--- src/rtl/i2c_cfg_pkg.sv ---
// Shared types and the default codec register table
// for the I2C configuration sequencer.
package i2c_cfg_pkg;

  typedef enum logic [2:0] {
    S_IDLE,
    S_START,
    S_BIT,
    S_ACK,
    S_STOP,
    S_GAP,
    S_DONE,
    S_ERR
  } state_t;

  localparam logic [15:0] W_LIN_L  = 16'h0097;
  localparam logic [15:0] W_LIN_R  = 16'h0297;
  localparam logic [15:0] W_HP_L   = 16'h0479;
  localparam logic [15:0] W_HP_R   = 16'h0679;
  localparam logic [15:0] W_APATH  = 16'h0815;
  localparam logic [15:0] W_DPATH  = 16'h0A00;
  localparam logic [15:0] W_POWER  = 16'h0C00;
  localparam logic [15:0] W_FORMAT = 16'h0E42;
  localparam logic [15:0] W_SRATE  = 16'h1019;
  localparam logic [15:0] W_ACTIVE = 16'h1201;

  localparam int DEF_WORDS = 10;

  function automatic logic [15:0] def_word(
    input logic [5:0] idx
  );
    logic [15:0] w;
    case (idx)
      6'd0:    w = W_LIN_L;
      6'd1:    w = W_LIN_R;
      6'd2:    w = W_HP_L;
      6'd3:    w = W_HP_R;
      6'd4:    w = W_APATH;
      6'd5:    w = W_DPATH;
      6'd6:    w = W_POWER;
      6'd7:    w = W_FORMAT;
      6'd8:    w = W_SRATE;
      6'd9:    w = W_ACTIVE;
      default: w = 16'h0000;
    endcase
    return w;
  endfunction

endpackage

--- src/rtl/i2c_cfg_rom.sv ---
// Word-index to configuration-word lookup.
// Indices past the default table read as zero.
module i2c_cfg_rom
  import i2c_cfg_pkg::*;
(
  input  logic [5:0]  i_idx,
  output logic [15:0] o_word
);

  // pure table lookup
  always_comb begin
    o_word = def_word(i_idx);
  end

endmodule

--- src/rtl/i2c_config_sequencer.sv ---
// Bit-banged I2C write sequencer that streams a table
// of 16-bit register words to one slave, with retries.
module i2c_config_sequencer
  import i2c_cfg_pkg::*;
#(
  parameter int         N_WORDS   = 10,
  parameter logic [6:0] DEV_ADDR  = 7'h1A,
  parameter int         QDIV      = 4,
  parameter int         MAX_RETRY = 3
) (
  input  logic       i_clk,
  input  logic       i_rst_n,
  input  logic       i_start,
  input  logic       i_sdat,
  output logic       o_sclk,
  output logic       o_sdat,
  output logic       o_oen,
  output logic       o_busy,
  output logic       o_finished,
  output logic       o_error,
  output logic [5:0] o_word_idx
);

  localparam int QW = $clog2(QDIV) + 1;
  localparam logic [QW-1:0] QLAST = QW'(QDIV - 1);
  localparam logic [3:0] RMAX = 4'(MAX_RETRY);
  localparam logic [5:0] LAST = 6'(N_WORDS - 1);
  localparam logic [7:0] ADDR_B = {DEV_ADDR, 1'b0};

  state_t        r_state;
  logic [QW-1:0] r_qcnt;
  logic [1:0]    r_quar;
  logic [2:0]    r_bit;
  logic [1:0]    r_byte;
  logic [3:0]    r_retry;
  logic          r_nack;
  logic [5:0]    r_idx;
  logic          r_sclk;
  logic          r_sdat;
  logic          r_oen;
  logic          r_busy;
  logic          r_fin;
  logic          r_err;

  state_t        w_nstate;
  logic [QW-1:0] w_nqcnt;
  logic [1:0]    w_nquar;
  logic [2:0]    w_nbit;
  logic [1:0]    w_nbyte;
  logic [3:0]    w_nretry;
  logic          w_nnack;
  logic [5:0]    w_nidx;
  logic          w_tick;
  logic          w_seg_end;
  logic          w_accept;
  logic [15:0]   w_word;
  logic [7:0]    w_byte;
  logic          w_scl;
  logic          w_sda;
  logic          w_oen;

  assign w_tick    = (r_qcnt == QLAST);
  assign w_seg_end = w_tick && (r_quar == 2'd3);
  assign w_accept  = (r_state == S_IDLE) && i_start;

  i2c_cfg_rom u_rom (
    .i_idx  (w_nidx),
    .o_word (w_word)
  );

  // next bus position: state, quarter, bit and byte
  always_comb begin
    w_nstate = r_state;
    w_nqcnt  = w_tick ? '0 : r_qcnt + 1'b1;
    w_nquar  = w_tick ? r_quar + 2'd1 : r_quar;
    w_nbit   = r_bit;
    w_nbyte  = r_byte;
    w_nretry = r_retry;
    w_nnack  = r_nack;
    w_nidx   = r_idx;
    unique case (r_state)
      S_IDLE: begin
        w_nqcnt = '0;
        w_nquar = 2'd0;
        if (i_start) begin
          w_nstate = S_START;
          w_nidx   = 6'd0;
          w_nretry = 4'd0;
          w_nnack  = 1'b0;
        end
      end
      S_START: begin
        if (w_seg_end) begin
          w_nstate = S_BIT;
          w_nbit   = 3'd7;
          w_nbyte  = 2'd0;
        end
      end
      S_BIT: begin
        if (w_seg_end) begin
          if (r_bit == 3'd0) w_nstate = S_ACK;
          else w_nbit = r_bit - 3'd1;
        end
      end
      S_ACK: begin
        if (w_tick && r_quar == 2'd2)
          w_nnack = i_sdat;
        if (w_seg_end) begin
          if (r_nack || r_byte == 2'd2) begin
            w_nstate = S_STOP;
          end else begin
            w_nstate = S_BIT;
            w_nbit   = 3'd7;
            w_nbyte  = r_byte + 2'd1;
          end
        end
      end
      S_STOP: begin
        if (w_seg_end) begin
          if (!r_nack) begin
            w_nstate = S_GAP;
          end else if (r_retry < RMAX) begin
            w_nstate = S_START;
            w_nretry = r_retry + 4'd1;
            w_nnack  = 1'b0;
          end else begin
            w_nstate = S_ERR;
          end
        end
      end
      S_GAP: begin
        if (w_seg_end) begin
          if (r_idx == LAST) begin
            w_nstate = S_DONE;
          end else begin
            w_nstate = S_START;
            w_nidx   = r_idx + 6'd1;
            w_nretry = 4'd0;
            w_nnack  = 1'b0;
          end
        end
      end
      S_DONE, S_ERR: begin
        w_nstate = S_IDLE;
        w_nqcnt  = '0;
        w_nquar  = 2'd0;
      end
      default: w_nstate = S_IDLE;
    endcase
  end

  // bus levels for the next position
  always_comb begin
    unique case (w_nbyte)
      2'd0:    w_byte = ADDR_B;
      2'd1:    w_byte = w_word[15:8];
      default: w_byte = w_word[7:0];
    endcase
    w_scl = 1'b1;
    w_sda = 1'b1;
    w_oen = 1'b1;
    unique case (w_nstate)
      S_START: begin
        w_scl = (w_nquar != 2'd3);
        w_sda = (w_nquar < 2'd2);
      end
      S_BIT: begin
        w_scl = (w_nquar == 2'd1) || (w_nquar == 2'd2);
        w_sda = w_byte[w_nbit];
      end
      S_ACK: begin
        w_scl = (w_nquar == 2'd1) || (w_nquar == 2'd2);
        w_oen = 1'b0;
      end
      S_STOP: begin
        w_scl = (w_nquar != 2'd0);
        w_sda = (w_nquar >= 2'd2);
      end
      default: begin
        w_scl = 1'b1;
        w_sda = 1'b1;
        w_oen = 1'b1;
      end
    endcase
  end

  // sequencer state and registered outputs
  always_ff @(posedge i_clk or negedge i_rst_n) begin
    if (!i_rst_n) begin
      r_state <= S_IDLE;
      r_qcnt  <= '0;
      r_quar  <= 2'd0;
      r_bit   <= 3'd7;
      r_byte  <= 2'd0;
      r_retry <= 4'd0;
      r_nack  <= 1'b0;
      r_idx   <= 6'd0;
      r_sclk  <= 1'b1;
      r_sdat  <= 1'b1;
      r_oen   <= 1'b1;
      r_busy  <= 1'b0;
      r_fin   <= 1'b0;
      r_err   <= 1'b0;
    end else begin
      r_state <= w_nstate;
      r_qcnt  <= w_nqcnt;
      r_quar  <= w_nquar;
      r_bit   <= w_nbit;
      r_byte  <= w_nbyte;
      r_retry <= w_nretry;
      r_nack  <= w_nnack;
      r_idx   <= w_nidx;
      r_sclk  <= w_scl;
      r_sdat  <= w_sda;
      r_oen   <= w_oen;
      r_busy  <= (w_nstate != S_IDLE) &&
                 (w_nstate != S_DONE) &&
                 (w_nstate != S_ERR);
      r_fin   <= (w_nstate == S_DONE);
      if (w_accept)
        r_err <= 1'b0;
      else if (w_nstate == S_ERR)
        r_err <= 1'b1;
    end
  end

  assign o_sclk     = r_sclk;
  assign o_sdat     = r_sdat;
  assign o_oen      = r_oen;
  assign o_busy     = r_busy;
  assign o_finished = r_fin;
  assign o_error    = r_err;
  assign o_word_idx = r_idx;

endmodule

--- config.mk ---
export PLATFORM = sky130hd
export DESIGN_NAME = i2c_config_sequencer
export DESIGN_NICKNAME = d
export VERILOG_FILES = /design/src/rtl/i2c_cfg_pkg.sv /design/src/rtl/i2c_cfg_rom.sv /design/src/rtl/i2c_config_sequencer.sv
export SDC_FILE = /design/constraint.sdc
export NUM_CORES = 1
export LEC_CHECK = 0
export ABC_AREA = 1
export BUFFER_PORTS_ARGS = -buffer_cell sky130_fd_sc_hd__buf_2
export CELL_PAD_IN_SITES_DETAIL_PLACEMENT = 1
export CELL_PAD_IN_SITES_GLOBAL_PLACEMENT = 2
export CORE_MARGIN = 4
export CORE_UTILIZATION = 34
export DETAILED_ROUTE_END_ITERATION = 10
export PLACE_DENSITY = 0.85
export SLEW_MARGIN = 5
export SYNTH_ARGS = -nofsm -noshare
export SYNTH_HDL_FRONTEND = slang
export SYNTH_SLANG_ARGS = --single-unit
--- constraint.sdc ---
create_clock -name i_clk -period 2.35 [get_ports i_clk]
set_input_delay 0.47 -clock i_clk [delete_from_list [all_inputs] [get_ports i_clk]]
set_output_delay 0.47 -clock i_clk [all_outputs]
set_load 0.05 [all_outputs]
## Yosys cells after proc, flatten, opt, wreduce, memory -nomap -nowiden

Memory sizes are Yosys's and may differ from the RTL's.
Index checks and enable logic that the tools add are counted.
W data, S select, Z words.

- Output and inout port bits: 12
- Input bits: 4
- Memories: 1
- Register bits after elaboration: 30
- Logic and storage cells: 131
- ROM bits: 192

Memories:

| memory | depth | bits a word | read ports | clocked after memory_dff | write ports | line | text |
|---|---|---|---|---|---|---|---|
| (no name shown) | 16 | 12 | 1 | 0 | 0 | i2c_cfg_pkg.sv:33 | `case (idx)` |

- Multiplexer cells: 54
- Magnitude comparators: 4
- Eq/ne operators: 31
- Reductions and logical operators: 21
- $add $sub $neg: 6

Operators with widths:

| operator | count |
|---|---|
| $mux W3 | 18 |
| $mux W4 | 6 |
| $eq A3 B3 Y1 const B | 7 |
| $pmux W3 S7 | 1 |
| $mux W6 | 3 |
| $mux W16 | 1 |
| $ne A2 B2 Y1 const B | 8 |
| $pmux W8 S2 | 1 |
| $eq A3 B2 Y1 const B | 5 |
| $pmux W4 S3 | 1 |
| $pmux W6 S2 | 1 |
| $mux W1 | 11 |
| $mux W2 | 5 |
| $pmux W3 S3 | 1 |
| $eq A2 B2 Y1 const B | 4 |
| $reduce_and A7 Y1 | 1 |
| $add A6 B1 Y6 const B | 1 |
| $eq A3 B1 Y1 const B | 2 |
| $eq A6 B4 Y1 const B | 1 |
| $logic_not A3 Y1 | 2 |
| $ne A3 B3 Y1 const B | 2 |
| $pmux W1 S3 | 2 |
| $reduce_and A6 Y1 | 1 |
| $reduce_bool A3 Y1 | 2 |
| other kinds (19) | 29 |

## Longest topological paths before layout

Gate-level depths: netlist (run 1).

- Depth after elaboration: 10
- Mapped depth: 20
- Depth with buffers taken out: 20

## Hierarchy

From an unflattened synthesis (run 1), not the netlist that was laid out.

- Cell total of the unflattened synthesis: 317
- Area total of the unflattened synthesis: 2270.9 sq um

Modules (own cells, without submodules):

| module | cells each | times used | seq. area each (sq um) | area an instance (sq um) |
|---|---|---|---|---|
| i2c_config_sequencer | 278 | 1 | 758.2 | 2082.0 |
| i2c_cfg_rom | 39 | 1 | 0.0 | 188.9 |

## Least setup slack after synthesis (run 1)

OpenSTA, ideal clock, no wires.

- Path kind: reg-to-reg
- Start point: register r_idx[1] (netlist: o_word_idx[1])
- End point: register r_sdat (netlist: o_sdat)
- Buffers on the path: 0
- Library setup time: 60 ps
- Arrival: 2097 ps
- Required time: 2290 ps
- Stages on the path, launching flop included: 14
- Period minus slack after synthesis: 2157 ps
- Path slack: 193 ps
- Path through: dfrtp_1 -> ha_1 -> nand3_1 -> xor2_1 -> nand2_1 -> nand3_1 -> nand2_2 -> nor2_4 -> nand3_1 -> o21ai_1 -> nand3_1 -> a21oi_1 -> nand2_1 -> nand2_1

- Cells in the longest elaborated chain, start to end: 10
- Elaborated cells on any way between the ends: 19
- Classes of those cells: add/sub: 1; eq/ne: 4; mux: 12; reduce/logical: 1; memory: 1

Ends and longest elaborated chain:

| item | line | text |
|---|---|---|
| start, declared | i2c_config_sequencer.sv:37 | `logic [5:0] r_idx;` |
| start signal, assigned | i2c_config_sequencer.sv:212 | `r_idx <= w_nidx;` |
| $add A6 B1 Y6 or $eq A6 B4 Y1 (tied branches) | i2c_config_sequencer.sv:137, i2c_config_sequencer.sv:133 |  |
| $mux W6 * | i2c_config_sequencer.sv:133 | `if (r_idx == LAST) begin` |
| $mux W6 * | i2c_config_sequencer.sv:132 | `if (w_seg_end) begin` |
| $pmux W6 S2 * | i2c_config_sequencer.sv:81 | `unique case (r_state)` |
| net u_rom.i_idx[4] | i2c_cfg_rom.sv:6 | `input logic [5:0] i_idx,` |
| $logic_not A2 Y1 * | i2c_cfg_pkg.sv:33 |  |
| $mux W16 * | i2c_cfg_pkg.sv:33 |  |
| $pmux W8 S2 * | i2c_config_sequencer.sv:154 | `unique case (w_nbyte)` |
| $bmux W1 S3 * | i2c_config_sequencer.sv:169 | `w_sda = w_byte[w_nbit];` |
| $mux W1 (implied by the code) * | i2c_config_sequencer.sv:169 |  |
| $pmux W1 S3 * | i2c_config_sequencer.sv:162 | `unique case (w_nstate)` |
| net w_sda | i2c_config_sequencer.sv:59 | `logic w_sda;` |
| end signal, assigned | i2c_config_sequencer.sv:214 | `r_sdat <= w_sda;` |
| end, declared | i2c_config_sequencer.sv:39 | `logic r_sdat;` |

Mark *: on every way through the listed nets, which the timed path passes. The rest lies on a longest branch. The select of a mux whose other input is x is not followed.
A chain may end at the register's enable or synchronous reset.

## Worst setup path after layout (run 1)

- Start point: register r_bit[1]
- End point: register r_sdat (netlist: o_sdat)

- Cells in the longest elaborated chain, start to end: 7
- Elaborated cells on any way between the ends: 17
- Classes of those cells: add/sub: 1; eq/ne: 3; mux: 12; reduce/logical: 1

Ends and longest elaborated chain:

| item | line | text |
|---|---|---|
| start, declared | i2c_config_sequencer.sv:33 | `logic [2:0] r_bit;` |
| start signal, assigned | i2c_config_sequencer.sv:208 | `r_bit <= w_nbit;` |
| $sub A3 B1 Y3 or $logic_not A3 Y1 (tied branches) | i2c_config_sequencer.sv:102, i2c_config_sequencer.sv:101 |  |
| $mux W3 | i2c_config_sequencer.sv:101 | `if (r_bit == 3'd0) w_nstate = S_ACK;` |
| $mux W3 | i2c_config_sequencer.sv:100 | `if (w_seg_end) begin` |
| $pmux W3 S3 | i2c_config_sequencer.sv:81 |  |
| $bmux W1 S3 | i2c_config_sequencer.sv:169 |  |
| $mux W1 (implied by the code) | i2c_config_sequencer.sv:169 |  |
| $pmux W1 S3 * | i2c_config_sequencer.sv:162 |  |
| net w_sda | i2c_config_sequencer.sv:59 |  |

Marks and branches as above.

==> results of run 1 <==
## sequential cells by signal, indices dropped and copies added, names as in the netlist
name,count
r_byte,2
o_sdat,1
o_oen,1
r_retry,4
r_nack,1
o_error,1
o_sclk,1
r_bit,3
o_busy,1
r_quar,2
o_word_idx,6
r_state,3
r_qcnt,3
o_finished,1
## Yosys cell counts (all sizes together)
library cell  instances
o22ai                 1
nor2                 43
o211ai                3
inv                  49
a21oi                13
a41oi                 1
clkbuf                1
nand2                84
dfstp                 6
nor3                  6
nand3b                1
buf                   1
nand4                 8
o21ai                13
o311ai                1
xor2                  2
dfrtp                24
o21a                  3
and3                  2
nand3                35
ha                   11
nor3b                 1
## report_power, final
group          leakage, nW  internal (W)   total, W  switching [W]
Combinational        0.915    0.00000177  0.0000131      0.0000113
Sequential           0.346      0.000517   0.000517              0
Clock               0.0450      0.000205   0.000411       0.000206
## area by class of cell
cell class	instances	area share [%]
repair buffers	32	7.61
clock inverters	2	0.369
inverters	49	6.96
clock buffers	6	2.68
well taps	77	3.55
multi-input cells	228	50.8
flip-flops and latches	30	28.0
## cells by family (layout without fill, tap and decap cells)
group                    Yosys count  in the layout  synth area share [%]
buffers and inverters             51             89                  9.03
AO/OA/AOI/OAI                     35             35                  10.2
adder cells (fa/ha/maj)           11             11                  6.25
XOR/XNOR                           2              2                 0.796
flip-flops                        30             30                  34.4
AND/OR/NAND/NOR                  180            180                  39.3
## final timing paths
kind                          start            end  depth (start not counted)
max                        r_bit[1]         o_sdat                         15
min                         i_rst_n         r_nack                          1
max reg2reg                r_bit[1]         o_sdat                         15
min reg2reg                 o_error        o_error                          1
max in group asynchronous   i_rst_n  o_word_idx[3]                          1
min in group i_clk          o_error        o_error                          1
## metal layers
metal  global-route usage, %  vias to the layer above  part of all wire [%]
li1                        -                     1069                     -
met1                    22.0                     1048                    47
met2                    31.5                       21                    50
met3                    3.45                        5                   2.5
met4                    4.12                        0                   1.0
met5                       0                        -                     0
## worst max-delay path: stages, from the launching register on
cell and delay, ns:
dfstp_2 0.55, inv_1 0.08, ha_1 0.20, inv_2 0.06, nor2_2 0.05, nor2_4 0.09, nand2_2 0.07, a21oi_2 0.16
nand2_2 0.10, a21oi_2 0.15, nand3_1 0.11, a21oi_2 0.17, nand3_2 0.10, a21oi_2 0.15, nand2_1 0.06, nand2_1 0.06
## repair_timing
item | in CTS | in global routing
buffers inserted | 0 | 9
resized for setup | 6 | 34
endpoints found under the setup margin | 1 | 3
pin swaps | 0 | 17
endpoints found under the hold margin | 0 | 0
## metrics by stage
step	area (µm²)	TNS, ns	power, W
3_3_place_gp	2420	0	0.000540
6_report	2710	0	0.000941
5_1_grt	2710	-0.0546	0.000981
4_1_cts	2530	0	0.000953
2_1_floorplan	2200	0	0.000526
3_5_place_dp	2420	-0.0736	0.000540
==> results by group, run 1 <==
Detailed routing
  • DRT iter0 DRCs: 49
  • DR vias/cell: 5.05
  • Routed Wire Length: 6550 µm
  • Vias: around 2,100
  • Routed wire per std cell: 15.5 µm
  • Drc violations: 0
  • DRT Pass-1 Iters: 4
  • Final ANT Viol Nets: 0

Die
  • Core ar.: 6310 µm²
  • # IOs: 16
  • Starting Density: 34.9%
  • Core Rows: 29
  • Die height: slightly below 90 µm
  • Die X: 88.5 µm
  • Die Footprint: 7830 µm²

CTS
  • CTS buffer count: 5
  • Clk pin slew, worst setup/hold paths: 0.08 ns
  • CTS tree: done
  • Clock H-tree levels: 2
  • Hold_buf cts: 0
  • Max clock buf depth: 2
  • Clk sinks: 30
  • Clk Latency, worst-skew pair: 0.29 ns
  • CTS root buf: clkbuf_8

STA
  • Hold slack: 0.228 ns
  • Actual slew at the worst max-slew pin: a little over 0.7 ns
  • Final WS setup: 0.119 ns
  • Max Clk Rate: 0.448 GHz
  • Endpoints failing hold: 0
  • Clock Skews: 0.0157 ns
  • RSZ-0062 raised after global routing: true
  • Max-slew violations: 0
  • Final period util: 94.9%
  • Post-layout min period: 2.23 ns
  • Setup Viol. Count Final: 0
  • Slew margin rel.: 52.3%

Synth
  • Mapped Area: 2200 µm²
  • Top cells by area in the synthesized netlist: dfrtp_1, nand2_1, dfstp_2
  • Area share of the largest cell type after synthesis: 27.3%
  • Flops & latches, synth: 30
  • Post-synthesis cell count: 309
  • Post-synth top area cell: dfrtp_1
  • Ys Warns: 0
  • Syn Nets: around 320
  • Yosys cell types: 32
  • Syn_area_per_cell: 7.13 µm²
  • Sequential share of the synthesized area: 34.4%

Finish
  • Non-filler cells, final: 424
  • Finished Core Util: 43.0%
  • Most common cell after layout, fill and taps aside: nand2_1
  • Most frequent cells in the layout: nand2_1, inv_1, nand3_1, nor2_1, dfrtp_1
  • Area of the multi-input gates: 1380 µm²
  • Reg area: 761 µm²
  • Syn-to-layout area delta: 23.2%
  • FILL cells: 826
  • Final #Nets: 361
  • Share of cells above drive strength 1: ~31%
  • ANT cells: 0

Power
  • Leak Pwr: 1.31 nW
  • PD cells: 347 nW/µm²
  • VDD IR max: about 0.22 mV

Place
  • Port bufs: 15
  • Placed cells: 407
  • Hpwl dp: just under 5000 µm
  • Pre-CTS setup slack: -0.0736 ns
  • GP Congestion: 0.812

Setup path
  • Setup crit start kind: flip-flop
  • Crit path capture type: flip-flop
  • Critical Path RT: 2.57 ns
  • Critical path arrival: 2.45 ns
  • Largest fanout on the critical path: 3
  • Register-to-register path setup slack: 0.12 ns
  • Setup Crit Path Kind: reg -> reg

GRT
  • Largest net degree at the start of global routing: 31
  • Via count of the first global-routing pass: 2,235
  • Initial antenna violation count: 0
  • First-pass GRT wire length: 10,700 µm
  • Grt ovf: 0
  • Total track usage: 17.7%

Hold path
  • Hold Path Class: in -> async

Outcome
  • Status: completed

Flow run
  • Max-cap violations: 0
Note: power is estimated with default switching activity, not from simulation.
==> inputs of run 2 (changes only) <==
Settings changed: ABC_AREA 1 to unset, CORE_UTILIZATION 34 to 37, PLACE_DENSITY 0.85 to 0.86.
==> run 2 against run 1 <==
The run now ends with negative setup slack left. Power grew to 3.6 times the previous value. Register-to-register slack got worse by 0.29 ns. Flip-flop and latch count unchanged. Cell count is 8.0% lower. Maximum frequency is 11% lower. Routed wire length rose by 13%. Clock skew fell by 0.0067 ns. Die area down 11%. Hold slack worse by 0.014 ns. Clock power rose by 12%. Final area rose by 12%. Critical path type unchanged.
==> results by group, run 2 <==
Finish
  • Syn-to-layout area delta: 44.9% (was 23.2%)
  • Non-filler cells, final: 390 (was 424)
  • Most frequent cells in the layout: buf_4, inv_1, nor2_1, dfrtp_1, nand2_1 (was nand2_1, inv_1, nand3_1, nor2_1, dfrtp_1)
  • Share of cells above drive strength 1: 46.9% (was 31.1%)
  • Final instance area: 3040 µm² (was 2710 µm²)
  • Max FFs per register: 6 (unchanged)
  • ANT cells: 0 (unchanged)
  • Most common cell after layout, fill and taps aside: buf_4 (was nand2_1)
  • Final #Nets: 332 (was 361)

STA
  • Final WS setup: -0.167 ns (was 0.119 ns)
  • Max-slew violations: 0 (unchanged)
  • Clock Skews: 0.00900 ns (was 0.0157 ns)
  • Setup Viol. Count Final: 1 (was 0)
  • Endpoints failing hold: 0 (unchanged)
  • Slew margin rel.: 53.6% (was 52.3%)
  • Post-layout min period: 2.52 ns (was 2.23 ns)
  • Max Clk Rate: 0.397 GHz (was 0.448 GHz)
  • TNS Setup: -0.167 ns (was 0 ns)
  • Actual slew at the worst max-slew pin: 0.695 ns (was 0.715 ns)
  • RSZ-0062 raised after global routing: true (unchanged)
  • Final period util: 107% (was 94.9%)

Synth
  • Synth top cells by count: dfrtp_1, inv_1, nor2_1 (was nand2_1, inv_1, nand3_1, nor2_1, dfrtp_1)
  • Post-synthesis cell count: 239 (was 309)
  • Post-synth EDFFs: 0 (unchanged)
  • Top cells by area in the synthesized netlist: dfrtp_1, dfstp_2, ha_1 (was dfrtp_1, nand2_1, dfstp_2)
  • Area share of the largest cell type after synthesis: 28.6% (was 27.3%)
  • Mapped Area: 2100 µm² (was 2200 µm²)
  • Post-synth top area cell: dfrtp_1 (unchanged)
  • Main flop type after synthesis: dfrtp_1 (unchanged)
  • Flops & latches, synth: 30 (unchanged)
  • Ys Warns: 0 (unchanged)
  • Count leader, synth: dfrtp_1 (was nand2_1)
  • Yosys cell types: 59 (was 32)
  • Syn Nets: 254 (was 324)
  • Syn_area_per_cell: 8.77 µm² (was 7.13 µm²)
  • FFs w/ async S/R, synth: 100% (unchanged)
  • Sequential share of the synthesized area: 36.2% (was 34.4%)

Setup path
  • Worst r2r src: r_qcnt[0] (was r_bit[1])
  • Critical path arrival: 2.73 ns (was 2.45 ns)
  • Critical Path, Cell by Cell: ha_4, nand3b_1, buf_6, buf_4, nor2_1, o21ai_2, a21oi_2, nand2_2, o31ai_2, nand4_1, a32oi_1 (was inv_1, ha_1, inv_2, nor2_2, nor2_4, nand2_2, a21oi_2, nand2_2, a21oi_2, nand3_1, a21oi_2, nand3_2, a21oi_2, nand2_1, nand2_1)
  • Register-to-register path setup slack: -0.17 ns (was 0.12 ns)
  • Crit-path slowest cell: dfrtp_1 (was dfstp_2)
  • CP top delay family: compound AO/OA/AOI/OAI gates (was simple AND/OR/NAND/NOR gates)
  • CP bufs+invs: 2 (unchanged)
  • CP peak stage delay: 0.40 ns (was 0.55 ns)
  • Origin of the worst setup path: r_qcnt[0] (was r_bit[1])
  • Critical Path RT: 2.56 ns (was 2.57 ns)
  • Setup Crit Path Kind: reg -> reg (unchanged)
  • Worst r2r path cells: 11 (was 15)
  • Setup crit start kind: flip-flop (unchanged)
  • Largest fanout on the critical path: 4 (was 3)
  • Crit path capture type: flip-flop (unchanged)
  • R2R Path End: o_sdat (unchanged)

CTS
  • Clk sinks: 30 (unchanged)
  • CTS buffer count: 5 (unchanged)
  • Max clock buf depth: 2 (unchanged)
  • Clk pin slew, worst setup/hold paths: 0.08 ns (about the same)
  • CTS tree: done (unchanged)
  • Clock H-tree levels: 2 (unchanged)
  • Clk Latency, worst-skew pair: 0.29 ns (about the same)
  • CTS root buf: clkbuf_8 (unchanged)

Detailed routing
  • Routed Wire Length: 7400 µm (was 6550 µm)
  • Drc violations: 0 (unchanged)
  • Routed wire per std cell: 19.0 µm (was 15.5 µm)
  • Final ANT Viol Nets: 0 (unchanged)
  • DRT Pass-1 Iters: 4 (unchanged)
  • DRT iter0 DRCs: 61 (was 49)
  • DR vias/cell: 5.61 (was 5.05)
  • Vias: 2,188 (was 2,143)

Place
  • Area after DPL: 2680 µm² (was 2420 µm²)
  • Placed cells: 377 (was 407)
  • Port bufs: 15 (unchanged)
  • Hpwl dp: 4810 µm (was 4970 µm)
  • Pre-CTS setup slack: -0.133 ns (was -0.0736 ns)
  • GP Congestion: 0.950 (was 0.812)

GRT
  • Via count of the first global-routing pass: 2,383 (was 2,235)
  • Largest net degree at the start of global routing: 31 (unchanged)
  • Initial antenna violation count: 0 (unchanged)
  • Total track usage: 21.6% (was 17.7%)
  • First-pass GRT wire length: 12,100 µm (was 10,700 µm)
  • Grt ovf: 0 (unchanged)

Die
  • Die X: 83.3 µm (was 88.5 µm)
  • # IOs: 16 (unchanged)
  • Die Footprint: 6940 µm² (was 7830 µm²)
  • Core ar.: 5510 µm² (was 6310 µm²)
  • Core Rows: 27 (was 29)
  • Die height: 83.3 µm (was 88.5 µm)
  • Starting Density: 38.1% (was 34.9%)

Hold path
  • Hold Path Class: in -> async (unchanged)

Outcome
  • Violated checks: negative setup slack
  • Status: finished, violations left (was completed)

Power
  • VDD IR max: 0.481 mV (was 0.216 mV)
  • Total power: 0.00337 W (was 0.000941 W)
  • PD cells: 1110 nW/µm² (was 347 nW/µm²)
  • Leak Pwr: 1.38 nW (was 1.31 nW)

Flow run
  • Max-cap violations: 0 (unchanged)
-- run 2: cell types whose count changed after synthesis, sizes merged, moves of 4 or more --
cell,before,now
buf,1,6
inv,49,22
nand2,84,17
nand3,35,5
nand3b,1,5
nor2,43,18
nor2b,0,4
o311a,0,4
o31ai,0,4
-- run 2: area by class of cell --
class / count / area, µm²
fillers: 647 / 2470
multi-input cells: 177 / 1420
flip-flops and latches: 30 / 766
repair buffers: 81 / 586
well taps: 72 / 90.1
clock buffers: 6 / 82.6
inverters: 22 / 82.6
clock inverters: 2 / 12.5
-- run 2: worst max-delay path by stage --
stage                   to  slack (ns)  depth (start not counted)
detailed placement  o_sdat       -0.13                         10
floorplan           o_sdat       -0.15                         11
finish              o_sdat       -0.17                         11
global route        o_sdat       -0.32                         10
CTS                 o_sdat       0.003                         10
global placement    o_sdat        -0.1                          9
-- run 2: layer usage --
metal | wire [µm] | up-vias | global-route usage (%)
met3 | 274 | 10 | 4.27
met5 | 0 | - | 0
met2 | 3720 | 44 | 37.6
met4 | 116 | 0 | 7.28
met1 | 3280 | 1107 | 26.6
li1 | - | 1027 | -
-- run 2: cell families after synthesis --
group / count (synthesis) / synth area share (%)
AND/OR/NAND/NOR: 89 / 23.7
flip-flops: 30 / 36.2
XOR/XNOR: 2 / 0.835
adder cells (fa/ha/maj): 12 / 7.10
buffers and inverters: 32 / 6.50
multiplexers: 4 / 2.09
AO/OA/AOI/OAI: 70 / 23.6
-- run 2: through the flow --
| stage | util [%] | hold slack, ns |
|---|---|---|
| after global routing | 55.2 | 0.291 |
| after floorplan | - | 0.174 |
| after detailed placement | 48.6 | 0.438 |
| final | 55.2 | 0.215 |
| after global placement | 48.6 | 0.426 |
| after CTS | 54.1 | 0.248 |
-- run 2: where the power goes --
| group | switching [W] | leakage (nW) | internal (W) |
|---|---|---|---|
| clock network | 0.000227 | 0.0472 | 0.000235 |
| registers | 0.000115 | 0.369 | 0.000703 |
| logic | 0.00119 | 0.960 | 0.000894 |
| total | 0.00153 | 1.38 | 0.00183 |
-- run 2: timing repair --
item                       4_1_cts  5_1_grt
resized for setup               38       12
setup endpoints to repair        1        2
pin swaps                       17       13
setup buffers                    3        3
hold buffers                     0        0
==> inputs of run 3 (changes only) <==
==> constraint.sdc (replaced) <==
create_clock -name i_clk -period 2.35 [get_ports i_clk]
set_input_delay 0.1175 -clock i_clk [delete_from_list [all_inputs] [get_ports i_clk]]
set_output_delay 0.1175 -clock i_clk [all_outputs]
set_load 0.05 [all_outputs]
==> run 3 against run 2 <==
The run still ends with negative setup slack left. Critical endpoint unchanged. Clock-buffer cell count stayed put. Register-to-register slack better by 0.04 ns. Clock skew is 0.0022 ns lower. Non-clock buffer count is 3 higher. Core utilization is 2.0 points higher. Power is 8.3% higher. Clock power is 2% higher. Combinational power is 12% higher.
==> results by group, run 3 (same netlist as run 2, synthesis figures left out) <==
Finish
  • Non-filler cells, final: 393 (was 390)
  • Most common cell after layout, fill and taps aside: buf_4 (unchanged)
  • ANT cells: 0 (unchanged)
  • Syn-to-layout area delta: 50.3% (was 44.9%)
  • Max FFs per register: 6 (unchanged)
  • Share of cells above drive strength 1: 49.8% (was 46.9%)
  • Final instance area: 3150 µm² (was 3040 µm²)
  • Final #Nets: 335 (was 332)
  • Most frequent cells in the layout: buf_4, inv_1, dfrtp_1, nand2_1 (was buf_4, inv_1, nor2_1, dfrtp_1, nand2_1)

Setup path
  • Crit path capture type: flip-flop (unchanged)
  • Worst r2r path cells: 11 (unchanged)
  • Worst r2r src: r_qcnt[1] (was r_qcnt[0])
  • Critical path arrival: 2.69 ns (was 2.73 ns)
  • Register-to-register path setup slack: -0.12 ns (was -0.17 ns)
  • Setup crit start kind: flip-flop (unchanged)
  • Critical Path RT: 2.57 ns (was 2.56 ns)
  • Largest fanout on the critical path: 4 (unchanged)
  • R2R Path End: o_sdat (unchanged)
  • Setup Crit Path Kind: reg -> reg (unchanged)

Detailed routing
  • DRT Pass-1 Iters: 6 (was 4)
  • Vias: 2,270 (was 2,188)
  • DRT iter0 DRCs: 119 (was 61)
  • Routed Wire Length: 7980 µm (was 7400 µm)
  • Routed wire per std cell: 20.3 µm (was 19.0 µm)
  • Final ANT Viol Nets: 0 (unchanged)
  • Drc violations: 0 (unchanged)
  • DR vias/cell: 5.78 (was 5.61)

Place
  • Hpwl dp: 4950 µm (was 4810 µm)
  • Placed cells: 374 (was 377)
  • Pre-CTS setup slack: -0.225 ns (was -0.133 ns)
  • Area after DPL: 2670 µm² (was 2680 µm²)
  • GP Congestion: 0.866 (was 0.950)
  • Port bufs: 15 (unchanged)

Die
  • Die X: 83.3 µm (unchanged)
  • # IOs: 16 (unchanged)
  • Die height: 83.3 µm (unchanged)
  • Die Footprint: 6940 µm² (unchanged)
  • Core Rows: 27 (unchanged)
  • Core ar.: 5510 µm² (unchanged)
  • Starting Density: 38.1% (unchanged)

Power
  • PD cells: 1160 nW/µm² (was 1110 nW/µm²)
  • Leak Pwr: 1.41 nW (was 1.38 nW)
  • VDD IR max: 0.617 mV (was 0.481 mV)
  • Total power: 0.00365 W (was 0.00337 W)

CTS
  • Max clock buf depth: 2 (unchanged)
  • CTS tree: done (unchanged)
  • Clock H-tree levels: 2 (unchanged)
  • CTS buffer count: 5 (unchanged)
  • CTS root buf: clkbuf_8 (unchanged)
  • Clk Latency, worst-skew pair: 0.29 ns (about the same)
  • Clk sinks: 30 (unchanged)
  • Clk pin slew, worst setup/hold paths: 0.08 ns (about the same)

STA
  • Slew margin rel.: 52.6% (was 53.6%)
  • Max Clk Rate: 0.404 GHz (was 0.397 GHz)
  • Endpoints failing hold: 0 (unchanged)
  • Final WS setup: -0.123 ns (was -0.167 ns)
  • Actual slew at the worst max-slew pin: 0.711 ns (was 0.695 ns)
  • RSZ-0062 raised after global routing: true (unchanged)
  • Setup Viol. Count Final: 1 (unchanged)
  • TNS Setup: -0.123 ns (was -0.167 ns)
  • Max-slew violations: 0 (unchanged)
  • Post-layout min period: 2.47 ns (was 2.52 ns)
  • Clock Skews: 0.00676 ns (was 0.00900 ns)
  • Final period util: 105% (was 107%)

Hold path
  • WHS Endpoint: r_nack
  • Hold Path Class: in -> reg (was in -> async)
  • Min-Delay Path Depth: 3
  • HP Start: i_sdat

GRT
  • Initial antenna violation count: 0 (unchanged)
  • Total track usage: 24.1% (was 21.6%)
  • Via count of the first global-routing pass: 2,523 (was 2,383)
  • Largest net degree at the start of global routing: 31 (unchanged)
  • First-pass GRT wire length: 13,300 µm (was 12,100 µm)
  • Grt ovf: 0 (unchanged)

Outcome
  • Violated checks: negative setup slack (unchanged)
  • Status: finished, violations left (unchanged)

Flow run
  • Max-cap violations: 0 (unchanged)
[run 3: cell count changes in the layout (fill, tap and decap cells not counted), sizes merged]
| cell | previous run | this run |
|---|---|---|
| dlygate4sd3 | 0 | 1 |
| buf | 81 | 83 |
[run 3: per-stage QoR]
step                utilization (%)  hold WS, ns
floorplan                         -       -0.178
global placement               48.4        0.202
detailed placement             48.4        0.213
CTS                            55.8        0.111
global route                   57.2        0.160
finish                         57.2        0.110
[run 3: per-layer routing]
metal / vias up / part of all wire, % / wire length (µm) / track usage [%]
met1: 1156 / 42 / 3360 / 29.4
met4: 0 / 3.1 / 251 / 8.92
met5: - / 0 / 0 / 0
li1: 1038 / - / - / -
met2: 56 / 52 / 4120 / 42.1
met3: 20 / 3.1 / 247 / 4.17
[run 3: layout make-up]
type | count | area [µm²]
fillers | 647 | 2350
multi-input cells | 177 | 1490
flip-flops and latches | 30 | 766
repair buffers | 84 | 623
well taps | 72 | 90.1
inverters | 22 | 85.1
clock buffers | 6 | 82.6
clock inverters | 2 | 12.5
[run 3: worst max-delay path, stage by stage (launching register included)]
cell      delay (ns)
dfrtp_1         0.40
ha_4            0.16
and3b_2         0.27
o211ai_1        0.12
buf_4           0.18
o311a_4         0.38
buf_4           0.15
nor2_2          0.16
nand2_1         0.12
o311ai_4        0.09
nand4_1         0.14
a32oi_1         0.23
[run 3: how the worst max path moves through the flow]
stage / start / endpoint / slack [ns] / depth (start not counted)
after floorplan: o_word_idx[1] / o_sdat / -0.15 / 11
after global placement: o_word_idx[1] / o_sdat / -0.15 / 10
after detailed placement: o_word_idx[1] / o_sdat / -0.22 / 10
after CTS: r_quar[1] / o_sdat / -0.01 / 10
after global routing: r_quar[0] / o_sdat / -0.25 / 10
final: r_qcnt[1] / o_sdat / -0.12 / 11
[run 3: timing repair]
item,CTS,global route
resized for setup,49,18
cloned,0,0
setup endpoints to repair,2,2
hold endpoints to repair,24,0
setup buffers,9,3
hold buffers,1,0
pin swaps,25,14
[run 3: where the power goes]
| group | switching [W] | internal (W) |
|---|---|---|
| clock network | 0.000234 | 0.000236 |
| logic | 0.00130 | 0.00105 |
| registers | 0.000124 | 0.000703 |
| total | 0.00166 | 0.00198 |
